<file path="config.mk">
export PLATFORM = sky130hd
export DESIGN_NAME = fourstate_frame_deser
export DESIGN_NICKNAME = d
export VERILOG_FILES = /design/src/rtl/fourstate_link_pkg.sv /design/src/rtl/fourstate_sym_decode.sv /design/src/rtl/fourstate_frame_deser.sv
export SDC_FILE = /design/constraint.sdc
export NUM_CORES = 1
export LEC_CHECK = 0
export ABC_CLOCK_PERIOD_IN_PS = 2100
export BUFFER_PORTS_ARGS = -buffer_cell sky130_fd_sc_hd__clkbuf_2
export CAP_MARGIN = 5
export CELL_PAD_IN_SITES_DETAIL_PLACEMENT = 1
export CELL_PAD_IN_SITES_GLOBAL_PLACEMENT = 1
export CORE_ASPECT_RATIO = 1.75
export CORE_UTILIZATION = 40
export DETAILED_ROUTE_END_ITERATION = 8
export PLACE_DENSITY_LB_ADDON = 0.1
export SLEW_MARGIN = 15
export SYNTH_ARGS = -nofsm -noshare
export SYNTH_HDL_FRONTEND = slang
export SYNTH_SLANG_ARGS = --single-unit
</file>
<file path="constraint.sdc">
create_clock -name clk -period 2.1 [get_ports clk]
set_clock_uncertainty 0.1 [all_clocks]
set_input_delay 0.105 -clock clk [delete_from_list [all_inputs] [get_ports clk]]
set_output_delay 0.105 -clock clk [all_outputs]
set_load 0.01 [all_outputs]
</file>
<file path="src/rtl/fourstate_link_pkg.sv">
// Definitions shared by both ends of the four-state serial frame link.
// Symbol encoding, receive FSM states and the symbol-to-{val,unk} decode.
package fourstate_link_pkg;

  typedef enum logic [1:0] {
    SYM_0 = 2'b00,
    SYM_1 = 2'b01,
    SYM_Z = 2'b10,
    SYM_X = 2'b11
  } sym_t;

  typedef enum logic [1:0] {
    IDLE    = 2'd0,
    COLLECT = 2'd1,
    HOLD    = 2'd2
  } deser_state_t;

  // Bit 0 of the symbol carries the value, bit 1 flags z/x.
  function automatic logic [1:0] sym_decode(input sym_t s);
    return {s[0], s[1]};
  endfunction

endpackage

</file>
<file path="src/rtl/fourstate_sym_decode.sv">
// Combinational decoder from one link symbol to its {val, unk} pair.
module fourstate_sym_decode
  import fourstate_link_pkg::*;
(
  input  sym_t sym,
  output logic val,
  output logic unk
);

  assign {val, unk} = sym_decode(sym);

endmodule

</file>
<file path="src/rtl/fourstate_frame_deser.sv">
// Receive end of the four-state frame link: collects ELEMS symbols into a
// value/unknown-mask pair and presents it through a single-slot buffer.
module fourstate_frame_deser
  import fourstate_link_pkg::*;
#(
  parameter int ELEMS = 24,
  parameter int CNT_W = $clog2(ELEMS + 1)
) (
  input  logic             clk,
  input  logic             rst,
  input  logic             in_valid,
  input  logic             in_sof,
  input  logic [1:0]       in_sym,
  output logic             in_ready,
  output logic             out_valid,
  input  logic             out_ready,
  output logic [ELEMS-1:0] out_val,
  output logic [ELEMS-1:0] out_unk,
  output logic [CNT_W-1:0] out_unk_cnt,
  output logic             err_sof
);

  if (ELEMS < 2 || ELEMS > (2 ** CNT_W) - 1) begin : g_bad_size
    $error("fourstate_frame_deser: ELEMS must be >= 2 and fit in CNT_W bits");
  end

  localparam logic [CNT_W-1:0] LAST = CNT_W'(ELEMS - 1);
  localparam logic [CNT_W-1:0] ONE  = CNT_W'(1);

  deser_state_t     state_q, state_d;
  logic [CNT_W-1:0] idx_q, idx_d;
  logic [CNT_W-1:0] cnt_q, cnt_d;
  logic [ELEMS-1:0] val_q, val_d;
  logic [ELEMS-1:0] unk_q, unk_d;
  logic             err_q, err_d;
  logic             dec_val, dec_unk;
  logic             acc;

  fourstate_sym_decode u_dec (
    .sym (sym_t'(in_sym)),
    .val (dec_val),
    .unk (dec_unk)
  );

  assign in_ready    = (state_q != HOLD);
  assign out_valid   = (state_q == HOLD);
  assign acc         = in_valid & in_ready;
  assign out_val     = val_q;
  assign out_unk     = unk_q;
  assign out_unk_cnt = cnt_q;
  assign err_sof     = err_q;

  // Next-state: a sof always restarts element 0; staging bits change only on accept.
  always_comb begin
    state_d = state_q;
    idx_d   = idx_q;
    cnt_d   = cnt_q;
    val_d   = val_q;
    unk_d   = unk_q;
    err_d   = 1'b0;
    case (state_q)
      IDLE: begin
        if (acc) begin
          if (in_sof) begin
            val_d[0] = dec_val;
            unk_d[0] = dec_unk;
            idx_d    = ONE;
            cnt_d    = CNT_W'(dec_unk);
            state_d  = COLLECT;
          end else begin
            err_d = 1'b1;
          end
        end
      end
      COLLECT: begin
        if (acc) begin
          if (in_sof) begin
            val_d[0] = dec_val;
            unk_d[0] = dec_unk;
            idx_d    = ONE;
            cnt_d    = CNT_W'(dec_unk);
            err_d    = 1'b1;
          end else begin
            val_d[idx_q] = dec_val;
            unk_d[idx_q] = dec_unk;
            cnt_d        = cnt_q + CNT_W'(dec_unk);
            if (idx_q == LAST) begin
              state_d = HOLD;
            end else begin
              idx_d = idx_q + ONE;
            end
          end
        end
      end
      HOLD: begin
        if (out_ready) state_d = IDLE;
      end
      default: state_d = IDLE;
    endcase
  end

  // State and staging registers.
  always_ff @(posedge clk) begin
    if (rst) begin
      state_q <= IDLE;
      idx_q   <= '0;
      cnt_q   <= '0;
      val_q   <= '0;
      unk_q   <= '0;
      err_q   <= 1'b0;
    end else begin
      state_q <= state_d;
      idx_q   <= idx_d;
      cnt_q   <= cnt_d;
      val_q   <= val_d;
      unk_q   <= unk_d;
      err_q   <= err_d;
    end
  end

endmodule

</file>
# Yosys cells after proc, flatten, opt, wreduce, memory -nomap -nowiden
# Index checks and enable logic that the tools add are counted.
# totals
regBits,61
in_bits,7
out_inout_bits,56
elab_cells,69
# op_classes
n_addsub,2
order_cmp,2
n_eq_ne,11
muxes,37
bitwise,2
reduce_logical,7
# op_table
op,n
$bwmux W24,2
$mux W5,9
$pmux W5 S2,2
$mux W1,13
$mux W2,6
$ne A2 B2 Y1 const B,6
$lt A5 B6 Y1 const B,1
$pmux W1 S2,3
$pmux W2 S3,1
$reduce_and A6 Y1,1
$add A5 B1 Y5,1
$add A5 B1 Y5 const B,1
$demux W1 S5,1
$eq A5 B5 Y1 const B,1
$ge A5 B1 Y1 const B,1
$reduce_and A5 Y1,1
$reduce_and A4 Y1,1
$ne A3 B3 Y1 const B,1
$reduce_and A3 Y1,1
$eq A2 B1 Y1 const B,1
$eq A2 B2 Y1 const B,1
$logic_not A2 Y1,1
$ne A2 B1 Y1 const B,1
$reduce_bool A2 Y1,1
other kinds (3),3

# Depth between registers and ports, before layout
# Gate-level depths: netlist of the first run.
# depth
ltp_word,8
mapped_depth,6
mapped_depth_nobuf,6

# Cells and area by module
# From an unflattened synthesis of the first run, not the netlist that was laid out.
# unflattened
hier_cells,281
area_unflattened_um2,2683.8
# by_module_without_submodules
module,instances,cells_each,area_per_inst_um2,seq_area_each_um2
fourstate_frame_deser,1,279,2668.8,1221.2
fourstate_sym_decode,1,2,15.0,0.0

# Least setup slack after synthesis of the first run
# No wires, ideal clock.
# synth_path
path_kind,register to register
from,reg idx_q[0]
to,reg unk_q[0] (netlist: out_unk[0])
arrival_time_ns,1.524
path_slack_ns,0.359
path_stages_with_launch,7
path_buffers,0
period_less_slack_ns,1.741
cell_sequence,dfxtp_1 -> inv_1 -> ha_1 -> or4b_1 -> nand2_1 -> a21oi_1 -> a32o_1
# synth_via
elab_chain_cells,8
elab_cells_between_ends,9
# synth_lines
item,line_no,source
from (decl),fourstate_frame_deser.sv:31,"logic [CNT_W-1:0] idx_q, idx_d;"
from (signal assigned),fourstate_frame_deser.sv:113,idx_q <= idx_d;
$lt A5 B6 Y1 (not written as such) or $ge A5 B1 Y1 (tied branches),fourstate_frame_deser.sv:85,unk_d[idx_q] = dec_unk;
$logic_and A1 B1 Y1 (not written as such),fourstate_frame_deser.sv:85,
$mux W1 (not written as such),fourstate_frame_deser.sv:85,
$demux W1 S5 *,fourstate_frame_deser.sv:85,
$bwmux W24 *,fourstate_frame_deser.sv:85,
$mux W1 *,fourstate_frame_deser.sv:77,if (in_sof) begin
$mux W1 *,fourstate_frame_deser.sv:76,if (acc) begin
$pmux W1 S2 *,fourstate_frame_deser.sv:61,case (state_q)
to (signal assigned),fourstate_frame_deser.sv:116,unk_q <= unk_d;
to (decl),fourstate_frame_deser.sv:34,"logic [ELEMS-1:0] unk_q, unk_d;"
# Every way passes the cells marked *; elsewhere a longest branch is shown, timed or not. The select of a mux whose other input is x is not followed.
# A chain may end at the register's enable or synchronous reset.

# Worst setup path after layout of the first run
# layout_path
from,reg idx_q[0]
to,reg val_q[0] (netlist: out_val[0])
# layout_via
elab_chain_cells,8
elab_cells_between_ends,9
# layout_lines
item,line_no,source
$lt A5 B6 Y1 (not written as such) or $ge A5 B1 Y1 (tied branches),fourstate_frame_deser.sv:84,val_d[idx_q] = dec_val;
$logic_and A1 B1 Y1 (not written as such),fourstate_frame_deser.sv:84,
$mux W1 (not written as such),fourstate_frame_deser.sv:84,
$demux W1 S5 *,fourstate_frame_deser.sv:84,
$bwmux W24 *,fourstate_frame_deser.sv:84,
$mux W1 *,fourstate_frame_deser.sv:77,
$mux W1 *,fourstate_frame_deser.sv:76,
$pmux W1 S2 *,fourstate_frame_deser.sv:61,
to (signal assigned),fourstate_frame_deser.sv:115,val_q <= val_d;
to (decl),fourstate_frame_deser.sv:33,"logic [ELEMS-1:0] val_q, val_d;"
# Marked as above.

==> results of run 1 <==
[routing by layer]
metal,part of all wire,vias to the layer above,GRT usage
met5,0,-,0
met1,0.41,1074,0.238
met4,0.032,0,0.111
met3,0.036,16,0.0584
met2,0.52,51,0.368
li1,-,1071,-
[state kept, by name (all words and copies together) (netlist names)]
name         cells
state_q          2
out_val         24
out_unk_cnt      5
out_unk         24
idx_q            5
err_sof          1
[what timing repair did]
action / 4_1_cts / 5_1_grt
hold endpoints to repair: 1 / 0
resized for setup: 0 / 0
hold buffers: 1 / 0
setup endpoints to repair: 0 / 0
[cells in the mapped netlist (all sizes together)]
cell type,n
clkbuf,9
a311oi,2
nand2,6
or2,1
a41oi,1
inv,5
nor3b,4
a21oi,4
o21ai,3
and4b,1
a21o,1
nand2b,2
ha,7
xnor2,1
dfxtp,61
nand4b,2
nor2b,4
nor2,56
o211ai,1
and3b,2
a32o,2
and2,4
a22oi,3
or4b,1
or3b,1
xor2,2
nor3,3
and4bb,1
buf,9
a31oi,1
mux2i,46
nand3,25
nand4,1
and3,1
a211oi,1
[placed cells by master (no fill, tap or decap), types with 2 or more instances in the layout]
cell type | netlist | routed
nand3_1 | 8 | 8
nor2_1 | 55 | 55
buf_4 | 2 | 8
nor3_1 | 2 | 2
nand3_2 | 17 | 17
a22oi_1 | 3 | 3
nand4b_1 | 2 | 2
nor2b_1 | 4 | 4
ha_1 | 7 | 7
o21ai_0 | 2 | 2
nor3b_2 | 3 | 3
xor2_1 | 2 | 2
inv_1 | 5 | 5
nand2b_1 | 2 | 2
mux2i_1 | 46 | 46
dfxtp_1 | 61 | 61
clkbuf_2 | 0 | 62
clkbuf_16 | 0 | 9
nand2_1 | 6 | 6
and3b_1 | 2 | 2
a21oi_1 | 4 | 4
and2_1 | 3 | 3
a32o_1 | 2 | 2
[cell families (layout without fill, tap and decap cells)]
family	Yosys count	after routing	synth area share
mux	46	46	0.167
buf+inv	23	87	0.0476
compound gates	19	19	0.0566
flops	61	61	0.442
xor+xnor	3	3	0.00952
fa+ha+maj	7	7	0.0317
simple gates	115	115	0.246
[through the flow]
| stage | std cells | util | hold WS (ns) | cell area [sq um] |
|---|---|---|---|---|
| finish | 420 | 0.512 | 0.0348 | 3370 |
| global route | 420 | 0.512 | 0.0499 | 3370 |
| CTS | 420 | 0.512 | 0.0212 | 3370 |
| detailed placement | 408 | 0.474 | 0.312 | 3120 |
| global placement | 408 | 0.474 | 0.306 | 3120 |
| floorplan | 274 | - | 0.149 | 2760 |
[critical path, stage by stage (launching register included)]
cell	delay (ns)
dfxtp_1	0.36
inv_1	0.14
ha_1	0.18
or4b_1	0.47
nand2_1	0.09
a21oi_1	0.08
a32o_1	0.24
[cell type report]
type | count | area (sq um)
Timing Repair Buffer | 71 | 380
Sequential cell | 61 | 1220
Tap cell | 82 | 103
Multi-Input combinational cell | 190 | 1410
Inverter | 5 | 18.8
Clock buffer | 11 | 243
Fill cell | 787 | 3210
[worst min-delay path by stage]
stage	startpoint	end	slack (ns)	depth (start not counted)
floorplan	in_sym[0]	out_val[20]$_SDFFE_PP0P_	0.15	2
global placement	out_ready	state_q[1]$_SDFFE_PP0P_	0.31	4
detailed placement	out_ready	state_q[1]$_SDFFE_PP0P_	0.31	4
CTS	in_valid	idx_q[2]$_SDFFE_PP0P_	0.02	3
global route	in_valid	idx_q[2]$_SDFFE_PP0P_	0.05	3
finish	in_valid	idx_q[2]$_SDFFE_PP0P_	0.03	3
[where the power goes]
| part | internal, mW | total, mW | switching (mW) | leakage [nW] |
|---|---|---|---|---|
| logic | 0.0439 | 0.135 | 0.0907 | 1.11 |
| registers | 1.17 | 1.18 | 0.00804 | 0.492 |
| clock network | 0.793 | 1.25 | 0.458 | 0.119 |
| total | 2.01 | 2.56 | 0.556 | 1.72 |
==> impl_metrics.yaml, run 1 <==
run_status:
  outcome: "complete, no violations"
cts:
  cts_sinks: 61
  cts_root_buf: "clkbuf_16"
  clkTransAtPathRegs_ns: 0.05
  cts_buffers: 9
  cts_htree_levels: 3
  clk_path_buf_depth: 2
  clock_latency_ns: 0.33
  cts_tree: "yes"
  post_cts_buffers: 0
route:
  drtIter0Drc: 74
  drt_wl_total_um: 6940
  avgRoutedWirePerCell_um: 16.5
  ant_nets: 0
  firstDrtPassIters: 4
  post_drt_via_cell_ratio: 5.27
  drc: 0
  via_count: 2212
timing:
  rsz0062_at_grt: "no"
  tightest_slew_ns: 0.739
  period_minus_slack_ns: 1.77
  slew_violations: 0
  hold_viol_final: 0
  fin_setup_tns_ns: 0
  max_slew_margin: 0.508
  setup_viol_count_final: 0
  max_freq_ghz: 0.563
  fin_crit_sh: 0.845
  setup_slack_ns: 0.325
power:
  ir_drop_uv: 577
  power_density_mw_per_mm2: 759
  p_leak_nw: 1.72
  p_total_mw: 2.56
worst_setup_path:
  r2r_end: "out_val[0]$_SDFFE_PP0P_"
  crit_type: "reg2reg"
  crit_end: "out_val[0]$_SDFFE_PP0P_"
  rrSetupSlack_ns: 0.33
  r2r-start: "idx_q[0]$_SDFFE_PP0P_"
  startpoint: "idx_q[0]$_SDFFE_PP0P_"
  cp-start-kind: "register"
  crit_arrival_ns: 1.89
  path_max_fanout: 6
  rr_worst_depth: 6
  critPathRequiredTime_ns: 2.21
  end_kind: "register"
floorplan:
  die_h_um: 112
  start_util: 0.419
  core_area_sq_mm: 0.00659
  die-area_sq_mm: 0.00725
  core.rowCount: 39
  die_x_um: 64.8
  io_pins: 63
synth:
  syn_avg_cell_area_sq_um: 10.1
  syn_area_sq_mm: 0.00276
  ys_types: 45
  ys_top_cells_by_area: "dfxtp_1 44%, mux2i_1 17%, nor2_1 7.5%, nand3_2 6.2%, ha_1 3.2%"
  synth_fp_nets: 288
  netlist_instances: 274
  synth-seq-cells: 61
  ys_seq_area_frac: 0.442
  synth_top_area_frac: 0.442
  yosysTopAreaCell: "dfxtp_1"
  yosys_warnings: 0
cells_and_area:
  fin_nets: 352
  syn2layout_area_growth_pct: 22.2
  diodes: 0
  drive_gt1_frac: 0.322
grt:
  antenna_found_initial: 0
  grt_pass1_vias: 2347
  track_usage: 0.216
  grt_max_degree: 34
  overflow: 0
  grt_pass1_wl_um: 11800
placed_design:
  dp_slack_ns: 0.335
  post-dp-hpwl_um: 4890
  port_buffers: 62
  gp_congestion: 0.826
hold_path:
  hold_path_class: "in2reg"
run:
  drv_cap: 0
No activity file was read; power rests on OpenSTA's default activity.
==> inputs of run 2 (changes only) <==
--- a/config.mk
+++ b/config.mk
@@ -5,7 +5,7 @@
 export SDC_FILE = /design/constraint.sdc
 export NUM_CORES = 1
 export LEC_CHECK = 0
-export ABC_CLOCK_PERIOD_IN_PS = 2100
+export ABC_CLOCK_PERIOD_IN_PS = 1700
 export BUFFER_PORTS_ARGS = -buffer_cell sky130_fd_sc_hd__clkbuf_2
 export CAP_MARGIN = 5
 export CELL_PAD_IN_SITES_DETAIL_PLACEMENT = 1
==> constraint.sdc (replaced) <==
create_clock -name clk -period 1.7 [get_ports clk]
set_clock_uncertainty 0.1 [all_clocks]
set_input_delay 0.085 -clock clk [delete_from_list [all_inputs] [get_ports clk]]
set_output_delay 0.085 -clock clk [all_outputs]
set_load 0.01 [all_outputs]
==> impl_metrics.yaml, run 2 (synthesis results as in run 1) <==
run_status:
  outcome: "complete, no violations"
cells_and_area:
  final_area_sq_mm: 0.00359
  final_common_cell: "clkbuf_2"
  drive_gt1_frac: 0.379
  syn2layout_area_growth_pct: 29.9
  fin_nets: 363
  diodes: 0
  fin_cells: 436
  mostFrequentLayoutCells: "62 x clkbuf_2, 57 x dfxtp_1, 55 x nor2_1"
timing:
  max_slew_margin: 0.687
  setup_viol_count_final: 0
  max_freq_ghz: 0.612
  hold_viol_final: 0
  fin_crit_sh: 0.962
  slew_violations: 0
  tightest_slew_ns: 0.468
  period_minus_slack_ns: 1.63
  hold_slack_ns: 0.0239
power:
  p_total_mw: 3.61
  ir_drop_uv: 584
  p_leak_nw: 1.82
  power_density_mw_per_mm2: 1010
cts:
  clk_path_buf_depth: 2
  cts_buffers: 9
  clkTransAtPathRegs_ns: 0.05
  cts_sinks: 61
  cts_root_buf: "clkbuf_16"
  cts_tree: "yes"
  post_cts_buffers: 0
  clock_latency_ns: 0.32
  cts_htree_levels: 3
grt:
  grt_pass1_wl_um: 11200
  overflow: 0
  grt_max_degree: 31
  track_usage: 0.209
  grt_pass1_vias: 2254
  antenna_found_initial: 0
floorplan:
  core.rowCount: 39
  start_util: 0.419
  die-area_sq_mm: 0.00725
  io_pins: 63
  die_x_um: 64.8
  core_area_sq_mm: 0.00659
  die_h_um: 112
route:
  post_drt_via_cell_ratio: 5.13
  via_count: 2235
  drt_wl_total_um: 7090
  firstDrtPassIters: 4
  drc: 0
  avgRoutedWirePerCell_um: 16.3
  drtIter0Drc: 81
  ant_nets: 0
run:
  drv_cap: 0
worst_setup_path:
  crit_type: "reg2reg"
  path_max_fanout: 4
  crit_arrival_ns: 1.75
  slowest_delay_ns: 0.45
  path_cells: "inv_2 > ha_2 > or4b_4 > nand2_1 > a21oi_1 > a32o_1"
  cp-start-kind: "register"
  worst_path_max_delay_cell: "or4b_4"
  end_kind: "register"
  critPathRequiredTime_ns: 1.82
placed_design:
  post-dp-hpwl_um: 4980
  port_buffers: 62
  gp_congestion: 0.734
  dp.cells: 417
  placed_area_sq_mm: 0.00320
hold_path:
  hold_path_class: "in2reg"
run 2: cell count changes in the layout (fill, tap and decap cells not counted), moves of 2 or more:
cell           change
buf_4              +8
bufinv_16          +2
clkinv_2           +2
dfxtp_1            -4
dfxtp_2            +4
dlygate4sd3_1      +2
ha_1               -3
ha_2               +3
inv_1              -2
inv_2              +2
run 2: cell type report:
| type | instances | area, sq um |
|---|---|---|
| fill | 765 | 3000 |
| multi-input combinational | 190 | 1430 |
| tap | 82 | 103 |
| inverter | 5 | 18.8 |
| timing repair buffer | 82 | 480 |
| sequential | 61 | 1230 |
| clock buffer | 12 | 256 |
| clock inverter | 4 | 70.1 |
run 2: layer usage:
layer,share of wire,routed length (um),vias up,global-route usage
met4,0.022,155,0,0.113
met3,0.032,229,10,0.0523
met1,0.41,2930,1083,0.226
li1,-,-,1092,-
met2,0.53,3780,50,0.362
met5,0,0,-,0
run 2: worst paths after layout:
kind | startpoint | endpoint | slack, ns | depth (start not counted)
worst max register to register | idx_q[0]$_SDFFE_PP0P_ | out_val[0]$_SDFFE_PP0P_ | 0.07 | 6
worst min register to register | out_unk[0]$_SDFFE_PP0P_ | out_unk[0]$_SDFFE_PP0P_ | 0.38 | 1
worst min-delay path | rst | idx_q[3]$_SDFFE_PP0P_ | 0.02 | 2
worst max-delay path | idx_q[0]$_SDFFE_PP0P_ | out_val[0]$_SDFFE_PP0P_ | 0.07 | 6
run 2: stage by stage:
stage | setup TNS [ns] | setup WS, ns | util
after floorplan | 0 | 0.000359 | -
after global placement | 0 | 0.0544 | 0.486
after detailed placement | 0 | 0.0156 | 0.486
after CTS | 0 | 0.00227 | 0.541
after global routing | -0.00710 | -0.00482 | 0.544
final | 0 | 0.0652 | 0.544
run 2: timing repair:
item / in CTS / in global routing
endpoints found under the hold margin: 4 / 0
gates resized for setup: 0 / 11
hold buffers: 3 / 0
setup endpoints to repair: 0 / 19
run 2: report_power, final:
part | internal, mW | switching [mW] | total (mW)
Sequential | 1.44 | 0.00959 | 1.45
Combinational | 0.0683 | 0.117 | 0.186
Clock | 1.36 | 0.612 | 1.97
run 2: critical path: cells and delay by family (launching register included):
kind	cells	cell delay [ns]
compound gates	2	0.29
fa+ha+maj	1	0.17
buf+inv	1	0.09
flops	1	0.34
simple gates	2	0.54
